[config.mk]
export PLATFORM = sky130hd
export DESIGN_NAME = honeybee_sequencer_flat
export DESIGN_NICKNAME = d
export VERILOG_FILES = /design/src/rtl/honeybee_sequencer_if.sv /design/src/rtl/honeybee_sequencer.sv /design/src/flat_wrapper.sv
export SDC_FILE = /design/constraint.sdc
export NUM_CORES = 1
export LEC_CHECK = 0
export CAP_MARGIN = 30
export CORE_MARGIN = 2
export CORE_UTILIZATION = 40
export DETAILED_ROUTE_END_ITERATION = 10
export GPL_ROUTABILITY_DRIVEN = 0
export GPL_TIMING_DRIVEN = 0
export HOLD_SLACK_MARGIN = 0.1
export PLACE_DENSITY = 0.71
export SYNTH_ARGS = -nofsm -noshare
export SYNTH_HDL_FRONTEND = slang
export SYNTH_SLANG_ARGS = --single-unit
export TNS_END_PERCENT = 50
[constraint.sdc]
create_clock -name clk -period 2.4 [get_ports clk]
set_input_delay 0.6 -clock clk [delete_from_list [all_inputs] [get_ports clk]]
set_output_delay 0.6 -clock clk [all_outputs]
set_load 0.01 [all_outputs]
[src/rtl/honeybee_sequencer_if.sv]
// honeybee_sequencer_if: core-side request/response handshake of the collision sequencer
interface honeybee_sequencer_if;
    logic        req_valid;
    logic        req_ready;
    logic        rsp_valid;
    logic        rsp_ready;
    logic [63:0] rsp_collision;
    logic        rsp_timeout;
    modport master (output req_valid, rsp_ready, input req_ready, rsp_valid, rsp_collision, rsp_timeout);
    modport slave  (input req_valid, rsp_ready, output req_ready, rsp_valid, rsp_collision, rsp_timeout);
endinterface

[src/rtl/honeybee_sequencer.sv]
// honeybee_sequencer: drives the honeybee accelerator handshake and holds its result for writeback
module honeybee_sequencer #(
    parameter int TIMEOUT_CYCLES = 1024,
    parameter int CNT_W = 16
) (
    input  logic                 clk,
    input  logic                 rst,
    honeybee_sequencer_if.slave  core,
    output logic                 busy,
    output logic                 hb_ap_rst,
    output logic                 hb_ap_start,
    input  logic                 hb_ap_ready,
    input  logic                 hb_ap_done,
    input  logic                 hb_ap_idle,
    input  logic [63:0]          hb_ap_return,
    output logic [CNT_W-1:0]     op_count,
    output logic [CNT_W-1:0]     last_latency
);
    localparam logic [2:0] IDLE = 3'd0, START = 3'd1, WAIT = 3'd2, RESP = 3'd3, DRAIN = 3'd4;
    localparam int WD_W = TIMEOUT_CYCLES > 1 ? $clog2(TIMEOUT_CYCLES) : 1;
    logic [2:0]       state, nxt;
    logic [CNT_W-1:0] cnt;
    logic [WD_W-1:0]  wd;
    logic             pend, ok, expire;
    assign hb_ap_rst = rst;
    assign busy = state != IDLE;
    assign core.req_ready = state == IDLE;
    assign ok = hb_ap_done && ((state == START && hb_ap_ready) || state == WAIT);
    assign expire = (TIMEOUT_CYCLES != 0) && state == WAIT && !hb_ap_done && 32'(wd) == TIMEOUT_CYCLES - 1;
    // next state; a done pulse in RESP retires the pending abandoned op so no drain is needed
    always_comb begin
        nxt = state;
        case (state)
            IDLE:    nxt = core.req_valid ? START : IDLE;
            START:   nxt = hb_ap_ready ? (hb_ap_done ? RESP : WAIT) : START;
            WAIT:    nxt = (hb_ap_done || expire) ? RESP : WAIT;
            RESP:    nxt = core.rsp_ready ? ((pend && !hb_ap_done) ? DRAIN : IDLE) : RESP;
            DRAIN:   nxt = (hb_ap_done || hb_ap_idle) ? IDLE : DRAIN;
            default: nxt = IDLE;
        endcase
    end
    // registered handshake outputs, result capture, watchdog and performance counters
    always_ff @(posedge clk) begin
        if (rst) begin
            state <= IDLE;
            hb_ap_start <= 1'b0;
            core.rsp_valid <= 1'b0;
            core.rsp_timeout <= 1'b0;
            core.rsp_collision <= '0;
            op_count <= '0;
            last_latency <= '0;
            cnt <= '0;
            wd <= '0;
            pend <= 1'b0;
        end else begin
            state <= nxt;
            hb_ap_start <= nxt == START;
            core.rsp_valid <= nxt == RESP;
            if (state == IDLE && core.req_valid)
                cnt <= CNT_W'(1);
            else if (state == START || state == WAIT)
                cnt <= &cnt ? cnt : cnt + CNT_W'(1);
            wd <= state == START ? '0 : state == WAIT ? wd + WD_W'(1) : wd;
            if (ok) begin
                core.rsp_collision <= hb_ap_return;
                core.rsp_timeout <= 1'b0;
                op_count <= op_count + CNT_W'(1);
                last_latency <= cnt;
            end
            if (expire) begin
                core.rsp_collision <= '0;
                core.rsp_timeout <= 1'b1;
                pend <= 1'b1;
            end
            if ((state == RESP && hb_ap_done) || (state == DRAIN && (hb_ap_done || hb_ap_idle)))
                pend <= 1'b0;
        end
    end
endmodule

[src/flat_wrapper.sv]
// flat-port wrapper written by rule: the top's interface ports become plain ports
module honeybee_sequencer_flat 
#(
    parameter int TIMEOUT_CYCLES = 1024,
    parameter int CNT_W = 16
)
  (clk, rst, busy, hb_ap_rst, hb_ap_start, hb_ap_ready, hb_ap_done, hb_ap_idle, hb_ap_return, op_count, last_latency, core_req_valid, core_rsp_ready, core_req_ready, core_rsp_valid, core_rsp_collision, core_rsp_timeout);
  honeybee_sequencer_if core_i ();
  input  logic clk;
  input  logic rst;
  output logic busy;
  output logic hb_ap_rst;
  output logic hb_ap_start;
  input  logic hb_ap_ready;
  input  logic hb_ap_done;
  input  logic hb_ap_idle;
  input  logic [63:0] hb_ap_return;
  output logic [CNT_W-1:0] op_count;
  output logic [CNT_W-1:0] last_latency;
  input wire logic [$bits(core_i.req_valid)-1:0] core_req_valid;
  input wire logic [$bits(core_i.rsp_ready)-1:0] core_rsp_ready;
  output wire logic [$bits(core_i.req_ready)-1:0] core_req_ready;
  output wire logic [$bits(core_i.rsp_valid)-1:0] core_rsp_valid;
  output wire logic [$bits(core_i.rsp_collision)-1:0] core_rsp_collision;
  output wire logic [$bits(core_i.rsp_timeout)-1:0] core_rsp_timeout;
  assign core_i.req_valid = core_req_valid;
  assign core_i.rsp_ready = core_rsp_ready;
  assign core_req_ready = core_i.req_ready;
  assign core_rsp_valid = core_i.rsp_valid;
  assign core_rsp_collision = core_i.rsp_collision;
  assign core_rsp_timeout = core_i.rsp_timeout;
  honeybee_sequencer #(.TIMEOUT_CYCLES(TIMEOUT_CYCLES), .CNT_W(CNT_W)) u_core (.clk(clk), .rst(rst), .core(core_i), .busy(busy), .hb_ap_rst(hb_ap_rst), .hb_ap_start(hb_ap_start), .hb_ap_ready(hb_ap_ready), .hb_ap_done(hb_ap_done), .hb_ap_idle(hb_ap_idle), .hb_ap_return(hb_ap_return), .op_count(op_count), .last_latency(last_latency));
endmodule
=== Word level (Yosys, flattened, before mapping) ===
Index checks and enable logic that the tools add are counted.

* Memory bits (read-only): 0
* Memories: 0
* Flip-flop bits (word level): 129
* Bits in writable memories: 0
* Output and inout port bits: 102
* Latch bits: 0

* $mul: 0
* Shifts and indexed selects: 0
* Equal/unequal tests: 8
* $lt $le $gt $ge: 0
* Reductions and logical operators: 25
* Multiplexer cells: 13
* Divide/modulo/power cells: 0
* Add/subtract/negate cells: 3
* Bitwise logic cells: 1

{| class="wikitable"
|+ Operators by type and width
! cell !! count
|-
| 16-bit by 1-bit adder with 16-bit output (second input constant) || 2
|-
| 16-bit AND reduction || 1
|-
| 3-bit one-hot mux with 5 select lines || 1
|-
| 3-bit 2-to-1 mux || 4
|-
| 10-bit by 1-bit adder with 10-bit output (second input constant) || 1
|-
| 10-bit equality test (second input constant) || 1
|-
| 3-bit by 2-bit equality test with 1-bit output (second input constant) || 3
|-
| 1-bit logical AND || 8
|-
| 1-bit 2-to-1 mux || 8
|-
| 2-bit OR reduction || 4
|-
| 3-bit by 1-bit equality test with 1-bit output (second input constant) || 2
|-
| 1-bit logical OR || 5
|-
| 2-bit AND reduction || 2
|-
| 2-bit nonzero test || 2
|-
| 3-bit equality test (second input constant) || 1
|-
| 3-bit zero test || 1
|-
| 3-bit nonzero test || 1
|-
| 2-bit by 1-bit != test with 1-bit output (second input constant) || 1
|-
| 1-bit zero test || 1
|-
| 1-bit inverter || 1
|}

=== Logic depth before layout (Yosys ltp) ===
* Word-level depth: 7
* Gate-level depth with buffers: 8
* Depth with buffers taken out: 5

=== Worst setup path before layout ===
OpenSTA, ideal clock, no wires.

* Path type: in2reg
* From: in hb_ap_done
* To: reg u_core.op_count[15]
* Arrival time: 2.005 ns
* Slack: 0.324 ns
* Required time: 2.329 ns
* Buffers on the path: 2
* Cell stages on the path: 6
* Path through: buf_2 > nor2b_1 > o21ai_1 > clkbuf_1 > or4_1 > a21oi_1

* Longest elaborated chain between the ends: 1

{| class="wikitable"
|+ RTL lines
! element !! RTL line !! text
|-
| from (decl) || flat_wrapper.sv:15 || <nowiki>input logic hb_ap_done;</nowiki>
|-
| 1-bit logical AND || honeybee_sequencer.sv:28 || <nowiki>assign ok = hb_ap_done && ((state == START && hb_ap_ready) || state == WAIT);</nowiki>
|-
| to (signal assigned) || honeybee_sequencer.sv:67 || <nowiki>op_count <= op_count + CNT_W'(1);</nowiki>
|-
| to (decl) || honeybee_sequencer.sv:16 || <nowiki>output logic [CNT_W-1:0] op_count,</nowiki>
|}

No other way between the ends.
A chain may end at the register's enable or synchronous reset.

=== Worst setup path in the final report ===
* From: reg u_core.state[2]
* To: out busy

* Longest elaborated chain between the ends: 1

{| class="wikitable"
|+ RTL lines
! element !! RTL line !! text
|-
| from (decl) || honeybee_sequencer.sv:21 || <nowiki>logic [2:0] state, nxt;</nowiki>
|-
| from (signal assigned) || honeybee_sequencer.sv:56 || <nowiki>state <= nxt;</nowiki>
|-
| 3-bit nonzero test || honeybee_sequencer.sv:26 || <nowiki>assign busy = state != IDLE;</nowiki>
|-
| to (decl) || flat_wrapper.sv:11 || <nowiki>output logic busy;</nowiki>
|}

No other way between the ends.

==> flow_summary_export.csv <==
group,metric,value,unit
status,outcome,"complete, no violations",
power,internal-power,0.004203,W
worst_setup_path,worst-r2r-setup-slack,0.21,ns
worst_setup_path,timing.rr.end,"u_core.core.rsp_collision[21]",
clocking,cts_sinks,129,
route,wl_per_cell,14.73,um
final_layout,drive_gt1_share,6.897,%
yosys,ys_seq_elements,129,
grt,grt_use_total,21.67,%
sta,final.setup.tns,0,ns
yosys,synth_area_leaders,"dfxtp_1, nand2_1, a21oi_1",
worst_setup_path,cp-start-kind,"register",
sta,setup_violations,0,
worst_setup_path,worst-setup-path-type,"reg2out",
yosys,syn_area_per_cell,8.138,um^2
flow_run,drv_cap,0,
clocking,post_cts_buffers,0,
clocking,path_clk_slew,0.05,ns
worst_setup_path,worstSetupStartpoint,"u_core.state[2]",
clocking,clock_latency,0.42,ns
worst_setup_path,worstPathMaxFanout,10,
clocking,cts_buffers,17,
worst_setup_path,cp-end-kind,"primary output",
sta,max_slew_margin,52.24,%
die,die_y,118.0,um
yosys,synth_area_leader_cell,"dfxtp_1",
die,coreArea,12670,um^2
placement,io_buffers,171,
route,drcViolationCount,0,
route,ant_nets,0,
sta,skew,0.009630,ns
worst_setup_path,reg2reg_depth,6,
sta,min_period_over_period,95.90,%
power,pwr-share-comb,10.5,%
clocking,cts_buffer_depth,2,
sta,hold_viol_final,0,
clocking,root_buffer,"clkbuf_16",
clocking,cts_tree,"done",
yosys,synth_warnings,0,
grt,overflow,0,
yosys,syn_area,5200,um^2
die,fp.dieArea,13930,um^2
grt,grt_antenna_before_repair,0,
placement,dp_hpwl,11.09,mm
route,drt_iter0_drc,200,
grt,grt_pass1_vias,4972,
sta,slew_violations,0,
yosys,syn_inst,639,
yosys,async_flop_share,0,%
route,firstDrtPassIters,4,
yosys,syn-num-nets,713,
worst_setup_path,crit_path_end,"busy",
power,power_frac_seq,41.4,%
die,core.rowCount,41,
yosys,synth_edf_count,0,
power,clkPwrFrac,48.1,%
worst_hold_path,hp-class,"reg2reg",
grt,grt_max_degree,17,
final_layout,area_growth,49.30,%
worst_setup_path,timing.rr.start,"u_core.state[2]",
power,irDropWorstVdd,384.1,uV
clocking,h-tree-depth,4,
route,via_count,5220,
yosys,synth_cell_types,49,
power,power_density,698.0,nW/um^2
power,switching_share,22.44,%
grt,grt_first_pass_wirelength,24.32,mm
final_layout,final_util,61.27,%
die,initial_utilization,41.04,%
yosys,ys.flop_type,"dfxtp_1",
power,total_power,0.005419,W
yosys,synth-seq-area-share,49.66,%
sta,worstMarginPinSlew,0.7157,ns
die,boundaryPins,173,
placement,place_inst,982,
placement,placed_cell_area,7127,um^2
route,via_per_inst,5.153,
final_layout,fin_nets,902,
power,switchingPower,0.001216,W
sta,min_period,2.302,ns
die,chipWidth,118.0,um
yosys,synth_top_area_share,49.66,%
final_layout,finalNonFillerCells,1013,
power,p_leak,2.583,nW
final_layout,fin_area,7764,um^2
final_layout,diodes,0,
sta,fmax,434.5,MHz
sta,rsz0062_at_grt,"true",
worst_setup_path,arrival,1.70,ns
worst_setup_path,crit_required,1.80,ns
route,finalWirelength,14.92,mm
-- per-stage QoR --
step	hold slack, ns	setup slack, ns
2_1_floorplan	0.4488	0.3242
3_3_place_gp	0.4414	-0.6560
3_5_place_dp	0.4443	-0.7042
4_1_cts	0.4517	0.01745
5_1_grt	0.4683	-0.004051
6_report	0.4515	0.09836
-- worst min-delay path by stage --
stage | start | to | slack (ns) | cells after the start
floorplan | u_core.wd[1] | u_core.wd[1] | 0.45 | 2
global placement | u_core.core.rsp_collision[2] | u_core.core.rsp_collision[2] | 0.44 | 2
detailed placement | u_core.core.rsp_collision[8] | u_core.core.rsp_collision[8] | 0.44 | 2
CTS | u_core.core.rsp_collision[8] | u_core.core.rsp_collision[8] | 0.45 | 2
global route | u_core.last_latency[7] | u_core.last_latency[7] | 0.47 | 2
finish | u_core.core.rsp_collision[8] | u_core.core.rsp_collision[8] | 0.45 | 2
-- area by class of cell --
type                       instances  area [um^2]
fill                            1121         4907
sequential                       129         2585
multi-input combinational        462         2392
timing repair buffer             171         1713
clock buffer                      23        478.0
buffer                            40        224.0
tap                              172        215.2
clock inverter                     9        130.1
inverter                           7        26.28
-- sequential cells by signal (all words and copies together) (netlist names) --
register / count
u_core.cnt: 16
u_core.last_latency: 16
u_core.core.rsp_timeout: 1
u_core.hb_ap_start: 1
u_core.pend: 1
u_core.state: 3
u_core.wd: 10
u_core.core.rsp_collision: 64
u_core.op_count: 16
u_core.core.rsp_valid: 1
-- logic make-up (layout without fill, tap and decap cells) --
| logic type | after synthesis | count (layout) | share of synthesized area, % |
|---|---|---|---|
| AO/OA/AOI/OAI | 154 | 154 | 16.82 |
| XOR/XNOR | 14 | 14 | 2.358 |
| adder cells (fa/ha/maj) | 3 | 3 | 0.7219 |
| buffers and inverters | 48 | 250 | 4.596 |
| flip-flops | 129 | 129 | 49.66 |
| multiplexers | 1 | 1 | 0.1925 |
| AND/OR/NAND/NOR | 290 | 290 | 25.65 |
-- synth_stat cells, drive strengths merged (5+ instances only) --
| cell type | number |
|---|---|
| inv | 7 |
| dfxtp | 129 |
| o31ai | 16 |
| nor3 | 5 |
| xnor2 | 6 |
| nand2 | 183 |
| nor2 | 23 |
| or3 | 11 |
| clkbuf | 24 |
| buf | 17 |
| xor2 | 8 |
| and4 | 5 |
| o21ai | 11 |
| nand4 | 10 |
| nor4 | 5 |
| a21oi | 108 |
| or4 | 16 |
| nand3 | 13 |
-- power groups by stage --
stage	sequential [W]	clock, W	combinational, W
after global placement	0.00228	0	0.000553
final	0.00224	0.00261	0.000570
after CTS	0.00224	0.00267	0.000572
after floorplan	0.00230	0	0.000235
after detailed placement	0.00229	0	0.000565
after global routing	0.00225	0.00277	0.000621
-- cells in the final DEF, fill, tap and decap left out, types with 3 or more instances in the layout --
cell type        count
nor2_1              22
o31ai_1             16
o21ai_0             10
xor2_1               8
nor3_1               5
clkbuf_8             3
and2_1               3
ha_1                 3
buf_4                7
nor4_1               5
and4_1               5
or4_1               15
o211ai_1             3
nand4_1             10
a21oi_1            108
clkbuf_16           17
nand3_1             13
bufinv_16            3
inv_1                6
xnor2_1              6
dfxtp_1            127
and3_1               4
buf_6                5
nand2_1            183
clkbuf_1            25
or3_1               11
clkdlybuf4s50_1    169
clkinv_2             3
nor2b_1              3
-- worst max-delay path, cell delays in order (launching register included) --
cell	delay (ns)
dfxtp_2	0.37
buf_4	0.19
inv_2	0.08
nand2_1	0.10
clkdlybuf4s50_1	0.54
-- routing by layer --
metal	up-vias	part of all wire (%)	global-route usage (%)
li1	2603	-	-
met1	2414	43	26.21
met2	176	48	35.90
met3	27	6.2	6.638
met4	0	2.6	8.735
met5	-	0	0
-- repair_timing --
item | CTS | global route
resized for setup | 10 | 7
setup endpoints to repair | 89 | 36
gates cloned | 0 | 0
hold buffers | 0 | 0
Note: power is estimated with default switching activity, not from simulation.
==> patch 1: new RTL, same flow settings <==
Make the reset (`rst`) asynchronous in one clocked block.
--- a/src/rtl/honeybee_sequencer.sv
+++ b/src/rtl/honeybee_sequencer.sv
@@ -42,3 +42,3 @@
     // registered handshake outputs, result capture, watchdog and performance counters
-    always_ff @(posedge clk) begin
+    always_ff @(posedge clk or posedge rst) begin
         if (rst) begin
Behaviour: differs if rst is asserted again (counterexample within 4 cycles, from zero or initial values and one cycle with rst high); with rst held inactive, the same outputs for 10 cycles.
==> patch 1 against the original RTL <==
First-iteration DRC count increased by 31%; routed wire length decreased by 0.73%; non-clock buffer count decreased by 8; synthesized cell count decreased by 20%; synthesized area increased by 10%; sequential cell count unchanged; cell area increased by 8.0%; setup slack improved by 0.031 ns; critical path depth increased by 1; critical endpoint is now core_req_ready; highest routed layer unchanged.
Power is not compared: it rests on default switching activity, and its combinational part moved more than twofold at a synthesized area within 25%.
==> patch 1: results (changes against the original RTL) <==
* Maximum fanout along the worst path at 10 (unchanged)
* Worst path arrival time at 1.67 ns (-0.03 ns)
* Worst clock skew at 0.0132 ns (+0.00354 ns)
* Fin. max-slew vios at 0 (unchanged)
* Yosys warnings at 0 (unchanged)
* Maximum number of pins on one net before global-route repair at 43 (+26)
* Placed wire-length estimate after detailed placement at 10900 µm (-1.8%)
* Area fraction in compound gates after synthesis at 0.0614 (-0.107)
* Outcome: complete, no violations
* Post-placement setup slack at -0.275 ns (+0.430 ns)
* Fin nets at 779 (-14%)
* Share of async-settable or async-resettable flops after synthesis at 1.00 (+1.00)
* Top cells by area in the synthesized netlist: sky130_fd_sc_hd__dfrtp_1 56%, sky130_fd_sc_hd__mux2i_1 13%, sky130_fd_sc_hd__nor2_1 5.4%
* WL met1 at 6310 µm (-1.7%)
* Clock Pin Slew Worst Setup and Hold Paths at about 0.06 ns
* Ratio of cells with drive above 1 in the final layout at 0.107 (+0.0383)
* DRC violation total after the first TritonRoute iteration at 261 (+31%)
* Placed Instance Area at 7730 µm² (+8.4%)
* Largest register FFs at 64 (unchanged)
* Headroom to the max-slew limit at 0.553 (+0.0309)
* CTS Root Buffer Type: sky130_fd_sc_hd__clkbuf_16
* Reg2Reg Launch Point: u_core.state[0]
* Cell count of the worst reg-to-reg path at 6 (unchanged)
* Max clock buf depth at 2 (unchanged)
* Most flop-heavy register: u_core.core.rsp_collision
* Total clock buffers created by CTS at 17 (unchanged)
* Hold Path Depth at 1 (-1)
* Wire length per cell at 16.5 µm (+12%)
* Proportion of synthesized area in mux cells at 0.161 (+0.159)
* Peak supply drop at between 0.0006 and 0.0007 V
* Worst-Skew Late Latency at 0.42 ns (about the same)
* Average cell area after synthesis at 11.2 µm² (+37%)
* Fraction of synthesized cell area in xor and xnor cells at 0.0306 (+0.00701)
* Number of global-route vias before repair at 4632 (-6.8%)
* Routed wire length on met3 at 805 µm (-13%)
* Remaining number of nets flagged by the antenna check after routing at 0 (unchanged)
* Worst setup path startpoint: u_core.state[1]
* First-pass GRT wire length at 23200 µm (-4.7%)
* Synthesized Nets at 586 (-18%)
* Tot GR Track Use at 0.197 (-0.0195)
* Number of vias after detailed routing at 4595 (-12%)
* Antenna cell count at 0 (unchanged)
* Post-CTS setup buffer count at 0 (unchanged)
* Most frequent cells after synthesis: 129 x sky130_fd_sc_hd__dfrtp_1, 83 x sky130_fd_sc_hd__nor2_1, 72 x sky130_fd_sc_hd__mux2i_1
* Adder-cell share of the synthesized area at 0.00656 (-0.000663)
* 1st-pass router iterations at 4 (unchanged)
* Sequential element share of the synthesized area at 0.564 (+0.0672)
* Total count of hold-check failures in the final report at 0 (unchanged)
* CTS H-tree depth at 4 (unchanged)
* Hold wc startpoint: u_core.op_count[15]
* Met2 Wirelength at 7410 µm (+3.2%)
-- patch 1: cell count changes after synthesis, sizes merged, moves of 9 or more --
cell	delta
xnor2	+9
dfxtp	-129
clkbuf	-14
nor2	+60
mux2i	+71
nand2	-153
dfrtp	+129
o31ai	-15
a21oi	-97
mux2	+18
or4	-15
-- patch 1: report_power, final --
group | switching [mW] | leakage, nW | internal, mW
Sequential | 0.500 | 1.63 | 2.93
Clock | 0.944 | 0.309 | 1.82
Combinational | 1.80 | 1.66 | 2.04
Total | 3.24 | 3.59 | 6.79
-- patch 1: final cells by class --
type / instances / area, µm²
multi-input combinational: 347 / 2350
timing repair buffer: 174 / 1770
inverter: 7 / 30.0
sequential: 129 / 3230
tap: 180 / 225
fill: 1135 / 5550
clock buffer: 20 / 467
clock inverter: 12 / 179
buffer: 29 / 136
-- patch 1: timing repair --
item	4_1_cts	5_1_grt
hold endpoints to repair	0	0
resized for setup	5	2
setup endpoints to repair	2	9
-- patch 1: logic make-up (layout without fill, tap and decap cells) --
logic type,count (synthesis),in the layout
multiplexers,90,90
XOR/XNOR,20,20
AND/OR/NAND/NOR,183,183
adder cells (fa/ha/maj),3,3
AO/OA/AOI/OAI,51,51
flip-flops,129,129
buffers and inverters,36,242
-- patch 1: stage by stage --
step | instances | setup TNS [ns]
6_report | 898 | 0
5_1_grt | 898 | 0
4_1_cts | 898 | 0
3_5_place_dp | 866 | -11.74
3_3_place_gp | 863 | -131.57
2_1_floorplan | 512 | 0
-- patch 1: path summary, 6_finish.rpt --
kind | endpoint | slack (ns)
worst max-delay path | core_req_ready | 0.13
worst min-delay path | u_core.op_count[15] | 0.48
worst max register to register | u_core.last_latency[15] | 0.21
worst min register to register | u_core.op_count[15] | 0.48
max in group asynchronous | u_core.cnt[12] | 1.20
min in group asynchronous | u_core.core.rsp_collision[11] | 0.61
-- patch 1: critical path: stages (launching register included) --
cell                            delay, ns
sky130_fd_sc_hd__dfrtp_1             0.43
sky130_fd_sc_hd__buf_4               0.20
sky130_fd_sc_hd__nor2_4              0.15
sky130_fd_sc_hd__nand2_1             0.11
sky130_fd_sc_hd__inv_1               0.10
sky130_fd_sc_hd__dlygate4sd2_1       0.27
-- patch 1: per-layer routing --
metal | vias to the layer above | global-route usage
li1 | 2180 | -
met1 | 2237 | 0.257
met2 | 158 | 0.319
met3 | 20 | 0.0481
met4 | 0 | 0.0746
met5 | - | 0
==> patch 2: new RTL, same flow settings <==
Without the edit above. `TIMEOUT_CYCLES` is set to 1024 in 2 places; all go to 4096.
--- a/src/rtl/honeybee_sequencer.sv
+++ b/src/rtl/honeybee_sequencer.sv
@@ -2,3 +2,3 @@
 module honeybee_sequencer #(
-    parameter int TIMEOUT_CYCLES = 1024,
+    parameter int TIMEOUT_CYCLES = 4096,
     parameter int CNT_W = 16
--- a/src/flat_wrapper.sv
+++ b/src/flat_wrapper.sv
@@ -3,3 +3,3 @@
 #(
-    parameter int TIMEOUT_CYCLES = 1024,
+    parameter int TIMEOUT_CYCLES = 4096,
     parameter int CNT_W = 16
Function: same outputs for any inputs over 10 cycles, from zero or initial values and one cycle with rst high; that may be too few to reach the edited logic, so the function may still have changed.
==> patch 2 against the original RTL <==
Register-to-register slack got worse by 0.05 ns; critical path depth increased by 1; power decreased by 1.7%; synthesized cell count increased by 2.8%; largest cell class unchanged; sequential share of layout area decreased by 0.14 points; count of clock-buffer cells in the layout increased by 2; synthesized area increased by 4.2%; cell area increased by 1.9%; non-clock buffer count increased by 1; global-route usage decreased by 0.52 points; sequential cell count increased by 2; setup slack got worse by 0.028 ns; routed wire length increased by 2.6%.
==> patch 2: results (changes against the original RTL) <==
* Synthesized netlist cell count at 657 (+2.8%)
* Met3 usage at 0.0519 (-0.0145)
* Placed wire-length estimate after detailed placement at 11200 µm (+0.85%)
* Biggest cell delay along the critical path at 0.39 ns (-0.15 ns)
* Antenna cell count at 0 (unchanged)
* Detailed Route WL at 15300 µm (+2.6%)
* Area fraction in compound gates after synthesis at 0.182 (+0.0136)
* Non-clk buf share at 0.246 (-0.00299)
* Post-CTS setup buffer count at 0 (unchanged)
* Count of port buffers added during placement at 170 (-0.58%)
* Proportion of cell area occupied by multi-input gates at 0.323 (+0.0147)
* DRC violation total after the first TritonRoute iteration at 305 (+53%)
* Headroom to the max-slew limit at 0.317 (-0.205)
* Sequential element share of the synthesized area at 0.484 (-0.0126)
* Tot GR Track Use at 0.212 (-0.00521)
* Routed wire length on met3 at 806 µm (-13%)
* Worst clock skew at 0.00944 ns (-0.000189 ns)
* Count of buffers not belonging to the clock network in the layout at 212 (+0.47%)
* Placed Instance Area at 7340 µm² (+3.0%)
* Maximum number of pins on one net before global-route repair at 20 (+3)
* Grt met1 use at 0.254 (-0.00821)
* 1st-pass router iterations at 5 (+1)
* Post-placement setup slack at -0.688 ns (+0.0159 ns)
* Area taken by flip-flops and latches at 2620 µm² (+1.5%)
* Number of global-route vias before repair at 5015 (+0.86%)
* Worst path arrival time at 1.73 ns (+0.03 ns)
* Peak supply drop at 0.000403 V (+4.9%)
* Outcome: complete, no violations
* Number of clock buffers in the layout at 25 (+8.7%)
* First-pass GRT wire length at 24300 µm (about the same)
* Number of sinks driven by the clock tree at 131 (+1.6%)
* Share of async-settable or async-resettable flops after synthesis at 0 (unchanged)
* Chip width at 120 µm (+2.0%)
* Ratio of cells with drive above 1 in the final layout at 0.0758 (+0.00688)
* Cell Count, Final, Fillers Out at 1033 (+2.0%)
* Proportion of synthesized area in mux cells at 0 (-0.00192)
* Adder-cell share of the synthesized area at 0.00693 (-0.000290)
* WL met1 at 6650 µm (+3.5%)
* CP max-delay cell: sky130_fd_sc_hd__or3_4
* Count of instances resized after the clock tree is built at 14 (+4)
* Worst-Skew Late Latency at 0.41 ns
* Fin nets at 919 (+1.9%)
* Most frequent cells after synthesis: 180 x sky130_fd_sc_hd__nand2_1, 131 x sky130_fd_sc_hd__dfxtp_1, 98 x sky130_fd_sc_hd__a21oi_1
* Top cell family by delay on the critical path: buffers and inverters
* Standby leakage power at 2.67 nW (+3.3%)
* Clk cell area share at 0.0670 (-0.0113)
* Number of vias after detailed routing at 5264 (+0.84%)
* Inverters at 9 (+2)
* Number of distinct library cell variants in the gate-level netlist after synthesis at 56 (+14%)
* Synthesized Nets at 731 (+2.5%)
* Hold wc startpoint: u_core.core.rsp_collision[33]
* Met2 Wirelength at 7610 µm (+6.0%)
* Fraction of synthesized cell area in xor and xnor cells at 0.0273 (+0.00367)
* Met2 Track Usage GR at 0.364 (+0.00540)
* Reg2Reg Launch Point: u_core.state[1]
* Switching Share at 0.237 (+0.0127)
-- patch 2: cell types whose count changed after synthesis, sizes merged, moves of 3 or more --
cell,before,now
and4b,0,4
nand2,183,180
nand2b,0,3
o211ai,3,7
o21ai,11,18
o31ai,16,10
or4,16,13
-- patch 2: final timing paths --
| path | cells after the start | slack, ns | to |
|---|---|---|---|
| worst min register to register | 2 | 0.45 | u_core.core.rsp_collision[33] |
| worst max register to register | 6 | 0.16 | u_core.core.rsp_collision[17] |
| worst max-delay path | 5 | 0.07 | core_req_ready |
| worst min-delay path | 2 | 0.45 | u_core.core.rsp_collision[33] |
-- patch 2: power groups by stage --
stage	clock network (mW)	logic, mW	registers, mW
2_1_floorplan	0	0.305	2.37
3_3_place_gp	0	0.675	2.35
3_5_place_dp	0	0.687	2.35
4_1_cts	2.38	0.690	2.30
5_1_grt	2.50	0.756	2.31
6_report	2.33	0.690	2.30
